$ cat config.mk
export PLATFORM = sky130hd
export DESIGN_NAME = tape_pulse_fifo
export DESIGN_NICKNAME = d
export VERILOG_FILES = /design/src/rtl/tape_pkg.sv /design/src/rtl/tape_word_fifo.sv /design/src/rtl/tape_pulse_fifo.sv
export SDC_FILE = /design/constraint.sdc
export NUM_CORES = 1
export LEC_CHECK = 0
export BUFFER_PORTS_ARGS = -buffer_cell sky130_fd_sc_hd__buf_2
export CAP_MARGIN = 0
export CORE_MARGIN = 2
export CORE_UTILIZATION = 45
export CTS_BUF_LIST = sky130_fd_sc_hd__clkbuf_4
export CTS_CLUSTER_SIZE = 30
export DETAILED_ROUTE_END_ITERATION = 7
export PLACE_DENSITY = 0.71
export SLEW_MARGIN = 25
export SYNTH_ARGS = -nofsm -noshare
export SYNTH_HDL_FRONTEND = slang
export SYNTH_SLANG_ARGS = --single-unit
$ cat constraint.sdc
create_clock -name i_clock -period 4.4 [get_ports i_clock]
set_input_delay 0.66 -clock i_clock [delete_from_list [all_inputs] [get_ports i_clock]]
set_output_delay 0.66 -clock i_clock [all_outputs]
set_load 0.1 [all_outputs]
$ cat src/rtl/tape_pkg.sv
// ---------------------------------------------------------------------------
// tape_pkg
// Shared constants and helpers for the tape pulse capture path.
//
// A pulse word is 16 bits:
//   [15]   level of the tape signal during the measured pulse
//   [14:0] pulse length in prescaler ticks, saturating at TAPE_CNT_MAX
//
// The CPU reads a word as two bytes, low byte first.
// ---------------------------------------------------------------------------
package tape_pkg;

    localparam int TAPE_CNT_W  = 15;
    localparam int TAPE_WORD_W = 16;

    localparam logic [TAPE_CNT_W-1:0] TAPE_CNT_MAX = 15'h7FFF;

    // Field offsets inside a pulse word
    localparam int TAPE_LEVEL_BIT = 15;
    localparam int TAPE_CNT_LSB   = 0;

    // Byte lanes used by the CPU read port
    localparam int TAPE_LO_BYTE_LSB = 0;
    localparam int TAPE_HI_BYTE_LSB = 8;

    typedef logic [TAPE_WORD_W-1:0] tape_word_t;

    // Packs a level and a pulse length into a FIFO word.
    function automatic tape_word_t make_pulse_word(
        input logic                  level,
        input logic [TAPE_CNT_W-1:0] count
    );
        tape_word_t w;
        w                                 = '0;
        w[TAPE_LEVEL_BIT]                 = level;
        w[TAPE_CNT_LSB +: TAPE_CNT_W]     = count;
        return w;
    endfunction

endpackage

$ cat src/rtl/tape_word_fifo.sv
// ---------------------------------------------------------------------------
// tape_word_fifo
// Synchronous single-clock FIFO holding pulse words.
//
// Parameters:
//   DEPTH  number of words, power of two
//   WIDTH  word width in bits
//
// Ports:
//   i_clock    system clock
//   i_reset    synchronous active-high reset
//   i_clear    synchronous flush, wins over push and pop
//   i_push     write i_wr_data at the tail (ignored when full unless popping)
//   i_pop      drop the head word (ignored when empty)
//   i_wr_data  word to write
//   o_rd_data  current head word (valid while o_count != 0)
//   o_count    number of words stored, registered
// ---------------------------------------------------------------------------
module tape_word_fifo #(
    parameter int DEPTH = 32,
    parameter int WIDTH = 16
) (
    input  logic                     i_clock,
    input  logic                     i_reset,
    input  logic                     i_clear,
    input  logic                     i_push,
    input  logic                     i_pop,
    input  logic [WIDTH-1:0]         i_wr_data,
    output logic [WIDTH-1:0]         o_rd_data,
    output logic [$clog2(DEPTH):0]   o_count
);

    localparam int PTR_W = $clog2(DEPTH);

    logic [WIDTH-1:0] mem [DEPTH];
    logic [PTR_W-1:0] wr_ptr;
    logic [PTR_W-1:0] rd_ptr;
    logic [PTR_W:0]   count;
    logic             is_empty;
    logic             is_full;
    logic             do_push;
    logic             do_pop;

    assign is_empty = (count == '0);
    assign is_full  = (count == (PTR_W+1)'(DEPTH));

    // A pop frees a slot in the same cycle, so a full FIFO can still
    // accept a push when it is being popped at the same time.
    assign do_pop  = i_pop && !is_empty && !i_clear;
    assign do_push = i_push && (!is_full || do_pop) && !i_clear;

    assign o_rd_data = mem[rd_ptr];
    assign o_count   = count;

    // Storage array; contents need no reset because the count gates reads.
    always_ff @(posedge i_clock) begin
        if (do_push) begin
            mem[wr_ptr] <= i_wr_data;
        end
    end

    // Pointers and word count. Pointers wrap naturally since DEPTH is a
    // power of two.
    always_ff @(posedge i_clock) begin
        if (i_reset || i_clear) begin
            wr_ptr <= '0;
            rd_ptr <= '0;
            count  <= '0;
        end else begin
            if (do_push) begin
                wr_ptr <= wr_ptr + PTR_W'(1);
            end
            if (do_pop) begin
                rd_ptr <= rd_ptr + PTR_W'(1);
            end
            case ({do_push, do_pop})
                2'b10:   count <= count + (PTR_W+1)'(1);
                2'b01:   count <= count - (PTR_W+1)'(1);
                default: count <= count;
            endcase
        end
    end

endmodule

$ cat src/rtl/tape_pulse_fifo.sv
// ---------------------------------------------------------------------------
// tape_pulse_fifo
// Measures the length of each pulse on the tape/EAR input and queues it as
// a 16-bit word {level, ticks} for the CPU, which reads it a byte at a time.
//
// Parameters:
//   DEPTH            FIFO depth in words (power of two, 4..256)
//   PRESCALE_NORMAL  clocks per tick in normal load mode
//   PRESCALE_TURBO   clocks per tick in turbo load mode
//
// Ports:
//   i_clock       system clock
//   i_reset       synchronous active-high reset
//   i_tape_in     raw tape level, asynchronous to i_clock
//   i_clear_fifo  flush FIFO, byte select, overflow flag and pulse counter
//   i_load_turbo  1 selects the turbo tick rate
//   i_rd_strobe   one-cycle CPU read pulse; the high-byte read pops a word
//   o_data        byte currently presented to the CPU (0x00 when empty)
//   o_empty       FIFO holds no words
//   o_full        FIFO holds DEPTH words
//   o_overflow    sticky flag: a pulse word was dropped
//
// Build option:
//   TAPE_PULSE_TIMEOUT_EN  when defined, a pulse that saturates the counter
//                          pushes one {level, 0x7FFF} word without waiting
//                          for the next edge.
// ---------------------------------------------------------------------------
module tape_pulse_fifo #(
    parameter int DEPTH           = 32,
    parameter int PRESCALE_NORMAL = 16,
    parameter int PRESCALE_TURBO  = 4
) (
    input  logic       i_clock,
    input  logic       i_reset,
    input  logic       i_tape_in,
    input  logic       i_clear_fifo,
    input  logic       i_load_turbo,
    input  logic       i_rd_strobe,
    output logic [7:0] o_data,
    output logic       o_empty,
    output logic       o_full,
    output logic       o_overflow
);

    import tape_pkg::*;

    localparam int PS_MAX  = (PRESCALE_NORMAL > PRESCALE_TURBO) ? PRESCALE_NORMAL
                                                                : PRESCALE_TURBO;
    localparam int PS_W    = $clog2(PS_MAX + 1);
    localparam int COUNT_W = $clog2(DEPTH) + 1;

    logic                  sync_1;
    logic                  sync_2;
    logic                  prev_level;
    logic                  tape_edge;

    logic                  turbo_q;
    logic                  mode_change;
    logic [PS_W-1:0]       ps_cnt;
    logic [PS_W-1:0]       ps_limit;
    logic                  tick;

    logic [TAPE_CNT_W-1:0] pulse_cnt;
    logic                  timeout_push;

    logic                  push;
    logic                  pop;
    tape_word_t            push_word;
    tape_word_t            head_word;
    logic [COUNT_W-1:0]    word_count;
    logic                  fifo_empty;
    logic                  fifo_full;

    logic                  byte_sel;
    logic                  overflow;

    // Two-flop synchronizer for the asynchronous tape input, followed by a
    // third flop holding last cycle's level. Any difference between the
    // synchronized level and that previous level is a pulse boundary.
    always_ff @(posedge i_clock) begin
        if (i_reset) begin
            sync_1     <= 1'b0;
            sync_2     <= 1'b0;
            prev_level <= 1'b0;
        end else begin
            sync_1     <= i_tape_in;
            sync_2     <= sync_1;
            prev_level <= sync_2;
        end
    end

    assign tape_edge = sync_2 ^ prev_level;

    // Tick prescaler. It counts 0..limit and ticks on the terminal value.
    // Switching between normal and turbo restarts it at 0 so the first
    // tick at the new rate is a full period away; no tick is issued in
    // the switching cycle itself.
    assign ps_limit    = i_load_turbo ? PS_W'(PRESCALE_TURBO - 1)
                                      : PS_W'(PRESCALE_NORMAL - 1);
    assign mode_change = (i_load_turbo != turbo_q);
    assign tick        = !mode_change && (ps_cnt == ps_limit);

    always_ff @(posedge i_clock) begin
        if (i_reset) begin
            ps_cnt  <= '0;
            turbo_q <= i_load_turbo;
        end else begin
            turbo_q <= i_load_turbo;
            if (mode_change || tick) begin
                ps_cnt <= '0;
            end else begin
                ps_cnt <= ps_cnt + PS_W'(1);
            end
        end
    end

    // Pulse length counter. An edge closes the current pulse: its word is
    // built from the count before any tick in that same cycle, and the
    // counter restarts from zero for the next pulse.
    always_ff @(posedge i_clock) begin
        if (i_reset || i_clear_fifo) begin
            pulse_cnt <= '0;
        end else if (tape_edge) begin
            pulse_cnt <= '0;
        end else if (tick && (pulse_cnt != TAPE_CNT_MAX)) begin
            pulse_cnt <= pulse_cnt + TAPE_CNT_W'(1);
        end
    end

`ifdef TAPE_PULSE_TIMEOUT_EN
    logic timeout_done;

    // A saturated pulse is reported once; the flag blocks repeats until the
    // next edge starts a fresh pulse.
    assign timeout_push = !tape_edge && !timeout_done && (pulse_cnt == TAPE_CNT_MAX);

    always_ff @(posedge i_clock) begin
        if (i_reset || i_clear_fifo || tape_edge) begin
            timeout_done <= 1'b0;
        end else if (timeout_push) begin
            timeout_done <= 1'b1;
        end
    end
`else
    assign timeout_push = 1'b0;
`endif

    // Both edge and timeout words carry the level that was held during the
    // pulse and the current count (which is 0x7FFF in the timeout case).
    assign push_word = make_pulse_word(prev_level, pulse_cnt);
    assign push      = !i_clear_fifo && (tape_edge || timeout_push);

    // Only the strobe that consumes the high byte removes the word.
    assign pop = !i_clear_fifo && i_rd_strobe && !fifo_empty && byte_sel;

    tape_word_fifo #(
        .DEPTH (DEPTH),
        .WIDTH (TAPE_WORD_W)
    ) u_word_fifo (
        .i_clock   (i_clock),
        .i_reset   (i_reset),
        .i_clear   (i_clear_fifo),
        .i_push    (push),
        .i_pop     (pop),
        .i_wr_data (push_word),
        .o_rd_data (head_word),
        .o_count   (word_count)
    );

    assign fifo_empty = (word_count == '0);
    assign fifo_full  = (word_count == COUNT_W'(DEPTH));

    // Byte select flips on every strobe that finds data; strobes against
    // an empty FIFO leave it untouched so the next word starts low byte.
    always_ff @(posedge i_clock) begin
        if (i_reset || i_clear_fifo) begin
            byte_sel <= 1'b0;
        end else if (i_rd_strobe && !fifo_empty) begin
            byte_sel <= ~byte_sel;
        end
    end

    // Sticky overflow: set when a word had nowhere to go. A push into a
    // full FIFO that is popped in the same cycle is accepted, not dropped.
    always_ff @(posedge i_clock) begin
        if (i_reset || i_clear_fifo) begin
            overflow <= 1'b0;
        end else if (push && fifo_full && !pop) begin
            overflow <= 1'b1;
        end
    end

    // CPU-visible byte; reads as zero whenever there is nothing queued.
    always_comb begin
        o_data = 8'h00;
        if (!fifo_empty) begin
            if (byte_sel) begin
                o_data = head_word[TAPE_HI_BYTE_LSB +: 8];
            end else begin
                o_data = head_word[TAPE_LO_BYTE_LSB +: 8];
            end
        end
    end

    assign o_empty    = fifo_empty;
    assign o_full     = fifo_full;
    assign o_overflow = overflow;

endmodule
==> reports/qor_table.md <==
| Group | Item | Reported |
|---|---|---|
| status | Status | complete, no violations |
| clock network | Worst skew pair latency | 850 ps |
| drt | Drt pass-1 iters | 6 |
| setup path | Kind of start point of the critical path | flop |
| power and ir drop | Clock network fraction of total power | 42.9% |
| global routing | Via count of the first global-routing pass | 12000 |
| setup path | Worst path cell trace | buf_4 -> or3_1 -> o22ai_1 -> a2111oi_0 -> a22o_1 -> buf_2 |
| timing | Final period demand of the worst path | 4150 ps |
| synth | Post-synthesis sequential element count | 559 |
| synth | Warning count from the yosys run | 0 |
| timing | Smallest hold slack | 198 ps |
| timing | Actual transition at the worst max-transition pin | 869 ps |
| synth | Library cells used by synthesis | 56 |
| power and ir drop | Cell leakage power | 8.60 nW |
| clock network | CTS tree | yes |
| power and ir drop | Net switching power of the design | 2.03 mW |
| timing | RSZ-0062 raised after global routing | no |
| power and ir drop | Proportion of power drawn by flip-flops and latches | 56.6% |
| synth | Leading post-synthesis cells by cell area | sky130_fd_sc_hd__edfxtp_1, sky130_fd_sc_hd__mux4_2, sky130_fd_sc_hd__dfxtp_1 |
| placement | Count of input and output buffers | 16 |
| setup path | Standard cell with the maximum stage delay on the critical path | sky130_fd_sc_hd__dfxtp_1 |
| floorplanning | Initial Util | 45.8% |
| synth | Post-synthesis mux area share | 14.7% |
| floorplanning | Boundary pin count | 17 |
| floorplanning | Floorplan die area | 0.0506 sq mm |
| placement | Total half-perimeter wirelength after legalization and detailed placement | 29100 um |
| synth | Share of synthesized flip-flops with an asynchronous set or reset | 0% |
| synth | Synthesized area | 0.0220 sq mm |
| clock network | Count of cells resized by post-cts repair | 0 |
| timing | Setup TNS Final | 0 ps |
| floorplanning | Placement row count | 80 |
| clock network | Clock-pin transition on the worst setup and hold timing paths | 60 ps |
| power and ir drop | Sw Ratio | 20.1% |
| setup path | Cell family with most CP delay | compound AO/OA/AOI/OAI gates |
| drt | Vias per cell | 5.95 |
| synth | Portion of the post-synthesis area used by sequential elements | 74.3% |
| timing | Achievable frequency | 241 MHz |
| clock network | Clock sinks | 559 |
| power and ir drop | Worst ir drop on vdd | 0.208 mV |
| global routing | Routing usage on met2 | 33.1% |
| timing | Share of the cycle needed by the critical path after routing | 94.4% |
| finish | Final instance count without filler cells | 2001 |
| synth | Number of nets in the synthesized netlist | 1131 |
| synth | Dominant cell by count in the synthesized netlist | sky130_fd_sc_hd__edfxtp_1 |
| drt | Post-detailed-route wirelength per cell | 25.4 um |
| timing | Post-Route Skew | 50.1 ps |
| synth | Area share of xor/xnor cells in the synthesized design | 1.12% |
| power and ir drop | Part of the total power dissipated in combinational logic | 0.5% |
| finish | Number of nets in the finished design | 1303 |
| synth | Synth Area in Simple Gates | 4.04% |
| floorplanning | Die Width | 225 um |
| drt | Total routed wirelength | 50800 um |
| timing | Relative slew slack | 42.0% |
| power and ir drop | P per Cell Area | 406 mW/mm^2 |
| setup path | Worst EP arrival | 3490 ps |
| finish | Share of post-route cells with drive strength above 1 | 32.3% |
| setup path | Delay of the slowest cell on the worst path | 570 ps |
| run | Max-capacitance violation count | 0 |
| setup path | CP Buf/Inv Count | 2 |
| global routing | Global Route Usage Sum | 20.4% |
| finish | Non-Filler Cell Area, Final | 0.0249 sq mm |
| finish | Area delta synth->final | 13.4% |
| global routing | Initial antenna violation count | 1 |
| drt | Number of design rule violations left after detail routing | 0 |
| synth | Top cells by instance count after synthesis | sky130_fd_sc_hd__edfxtp_1, sky130_fd_sc_hd__mux4_2, sky130_fd_sc_hd__nor2_1 |
| placement | Last weighted congestion value of the routability-driven placer | 0.817 |
| global routing | GRT busiest layer | met2 |
| drt | Starting DRC count in detailed routing | 1344 |
| synth | Number of cells produced by synthesis | 1115 |
| floorplanning | Core region area | 0.0479 sq mm |
| global routing | Pin count of the biggest net entering global routing | 43 |
| timing | Pins over their slew limit | 0 |
| setup path | Sort of element at the end of the critical path | output pin |
| clock network | H-Tree Depth | 4 |
| setup path | Critical Path RT | 3740 ps |
| clock network | Cts bufs inserted | 140 |
| global routing | Wire length of the first global-routing pass | 74300 um |
| timing | Final Hold Violating Endpoints | 0 |
| drt | Total via count in the routed design | 11900 |
| setup path | Critical path type | flop to output pin |
| setup path | Largest fanout on the critical path | 14 |
| drt | DRT antenna net count | 0 |
| synth | Compound-Gate Fraction of Synth Area | 3.49% |
| placement | Instance area after placement | 0.0230 sq mm |
| global routing | Met3 track demand over resource | 5.49% |
| timing | Final Setup Violations | 0 |
| clock network | Clock root cell | sky130_fd_sc_hd__clkbuf_4 |
| global routing | Global-route congestion overflow total | 0 |
| placement | Count of placed standard cells including taps | 1754 |
| synth | Number of enable flip-flop cells after synthesis | 512 |
| synth | Yosys top cell by area | sky130_fd_sc_hd__edfxtp_1 |
| synth | Mean post-synth cell area | 19.7 sq um |
| global routing | Met1 usage | 27.0% |
| synth | Main synth FF type | sky130_fd_sc_hd__edfxtp_1 |
| synth | Adder and majority cell fraction of the synthesized area | 0.570% |
| worst hold path | Worst hold path class | input port to flop |
| floorplanning | Die Y | 225 um |
| synth | Fraction of post-synthesis cell area in the top cell type by area | 70.0% |
| synth | Dominant combinational cell family by area after synthesis | multiplexers |
| power and ir drop | Cell-internal power | 8.07 mW |
| clock network | Buffer levels on the longest clock path | 3 |
layout make-up:
cell class,count,area [sq um]
antenna,1,2.50
clock buffer,195,1460
clock inverter,45,319
fill,3767,23000
inverter,11,41.3
multi-input combinational,486,5260
sequential,559,16300
tap,615,769
timing repair buffer,89,726
final timing paths:
path	start	end	slack [ps]	cells past startpoint
max	flop	o_data[3]	250	6
min	i_rd_strobe	byte_sel$_SDFFE_PP0P_	200	4
max reg2reg	u_word_fifo.o_count[2]$_SDFFE_PP0P_	u_word_fifo.o_count[4]$_SDFFE_PP0P_	1250	10
min reg2reg	sync_1$_SDFF_PP0_	sync_2$_SDFF_PP0_	440	1
power by group through the flow:
stage	logic [mW]	registers (mW)	clock network (mW)
5_1_grt	0.0515	5.71	4.71
4_1_cts	0.0482	5.71	4.44
3_5_place_dp	0.0454	5.83	0
3_3_place_gp	0.0442	5.83	0
6_report	0.0480	5.71	4.34
2_1_floorplan	0.0282	5.83	0
repair_timing:
item                                    CTS  global route
setup buffers                             1             1
hold buffers                              4             0
hold endpoints to repair                  3             0
endpoints found under the setup margin    2             1
cells in the final DEF, fill, tap and decap left out, types with 5 or more instances in the layout:
cell                        instances
sky130_fd_sc_hd__edfxtp_1         512
sky130_fd_sc_hd__clkbuf_4         195
sky130_fd_sc_hd__mux4_2           128
sky130_fd_sc_hd__nor2_1            75
sky130_fd_sc_hd__buf_4             62
sky130_fd_sc_hd__dfxtp_1           44
sky130_fd_sc_hd__nand2_1           28
sky130_fd_sc_hd__mux2i_1           28
sky130_fd_sc_hd__clkinv_1          28
sky130_fd_sc_hd__o22ai_1           20
sky130_fd_sc_hd__a21oi_1           17
sky130_fd_sc_hd__a211oi_1          17
sky130_fd_sc_hd__buf_2             16
sky130_fd_sc_hd__xnor2_1           15
sky130_fd_sc_hd__nor2b_1           14
sky130_fd_sc_hd__xor2_1            13
sky130_fd_sc_hd__nand3_1           13
sky130_fd_sc_hd__inv_1             11
sky130_fd_sc_hd__ha_1              10
sky130_fd_sc_hd__nand4_1            8
sky130_fd_sc_hd__o21ai_0            7
sky130_fd_sc_hd__buf_12             7
sky130_fd_sc_hd__or3_1              6
sky130_fd_sc_hd__nand2b_1           6
sky130_fd_sc_hd__a22o_1             6
sky130_fd_sc_hd__a2111oi_0          6
sky130_fd_sc_hd__clkinv_2           6
sky130_fd_sc_hd__or2_2              5
sky130_fd_sc_hd__o221ai_1           5
sky130_fd_sc_hd__mux2_2             5
sky130_fd_sc_hd__bufinv_16          5
logic make-up (layout without fill, tap and decap cells):
logic type / Yosys count / count (layout)
AOI/OAI and AO/OA: 107 / 107
xor gates and xnor gates: 28 / 28
adders and majority gates: 10 / 10
buffers and inverters: 70 / 340
DFF: 559 / 559
muxes: 161 / 161
other: 0 / 1
and+or+nand+nor: 180 / 180
state kept, by name, summed over array words and instances, names as in the netlist, named ones only:
| register | flops |
|---|---|
| u_word_fifo.wr_ptr | 5 |
| byte_sel | 1 |
| sync_1 | 1 |
| u_word_fifo.rd_ptr | 5 |
| sync_2 | 1 |
| turbo_q | 1 |
| u_word_fifo.mem | 512 |
| prev_level | 1 |
| ps_cnt | 5 |
| o_overflow | 1 |
| pulse_cnt | 15 |
| u_word_fifo.o_count | 6 |
metrics by stage:
stage          utilization, %  power, mW  worst slack, ps
6_report                 51.9       10.1              247
5_1_grt                  51.9       10.5             19.3
4_1_cts                  51.9       10.2             94.2
3_5_place_dp             48.1       5.88              864
3_3_place_gp             48.1       5.87              851
2_1_floorplan               -       5.86              607
per-layer routing:
layer,wire [um],vias to the layer above
met5,0,-
met4,767,0
met3,4780,69
met2,25100,636
met1,20100,6191
li1,-,5016
worst min-delay path: cells and delay by family:
kind	cells	cell delay (ps)
and+or+nand+nor	2	140
buffers and inverters	1	120
xor gates and xnor gates	1	60
Power figures use the tool's default switching activity.
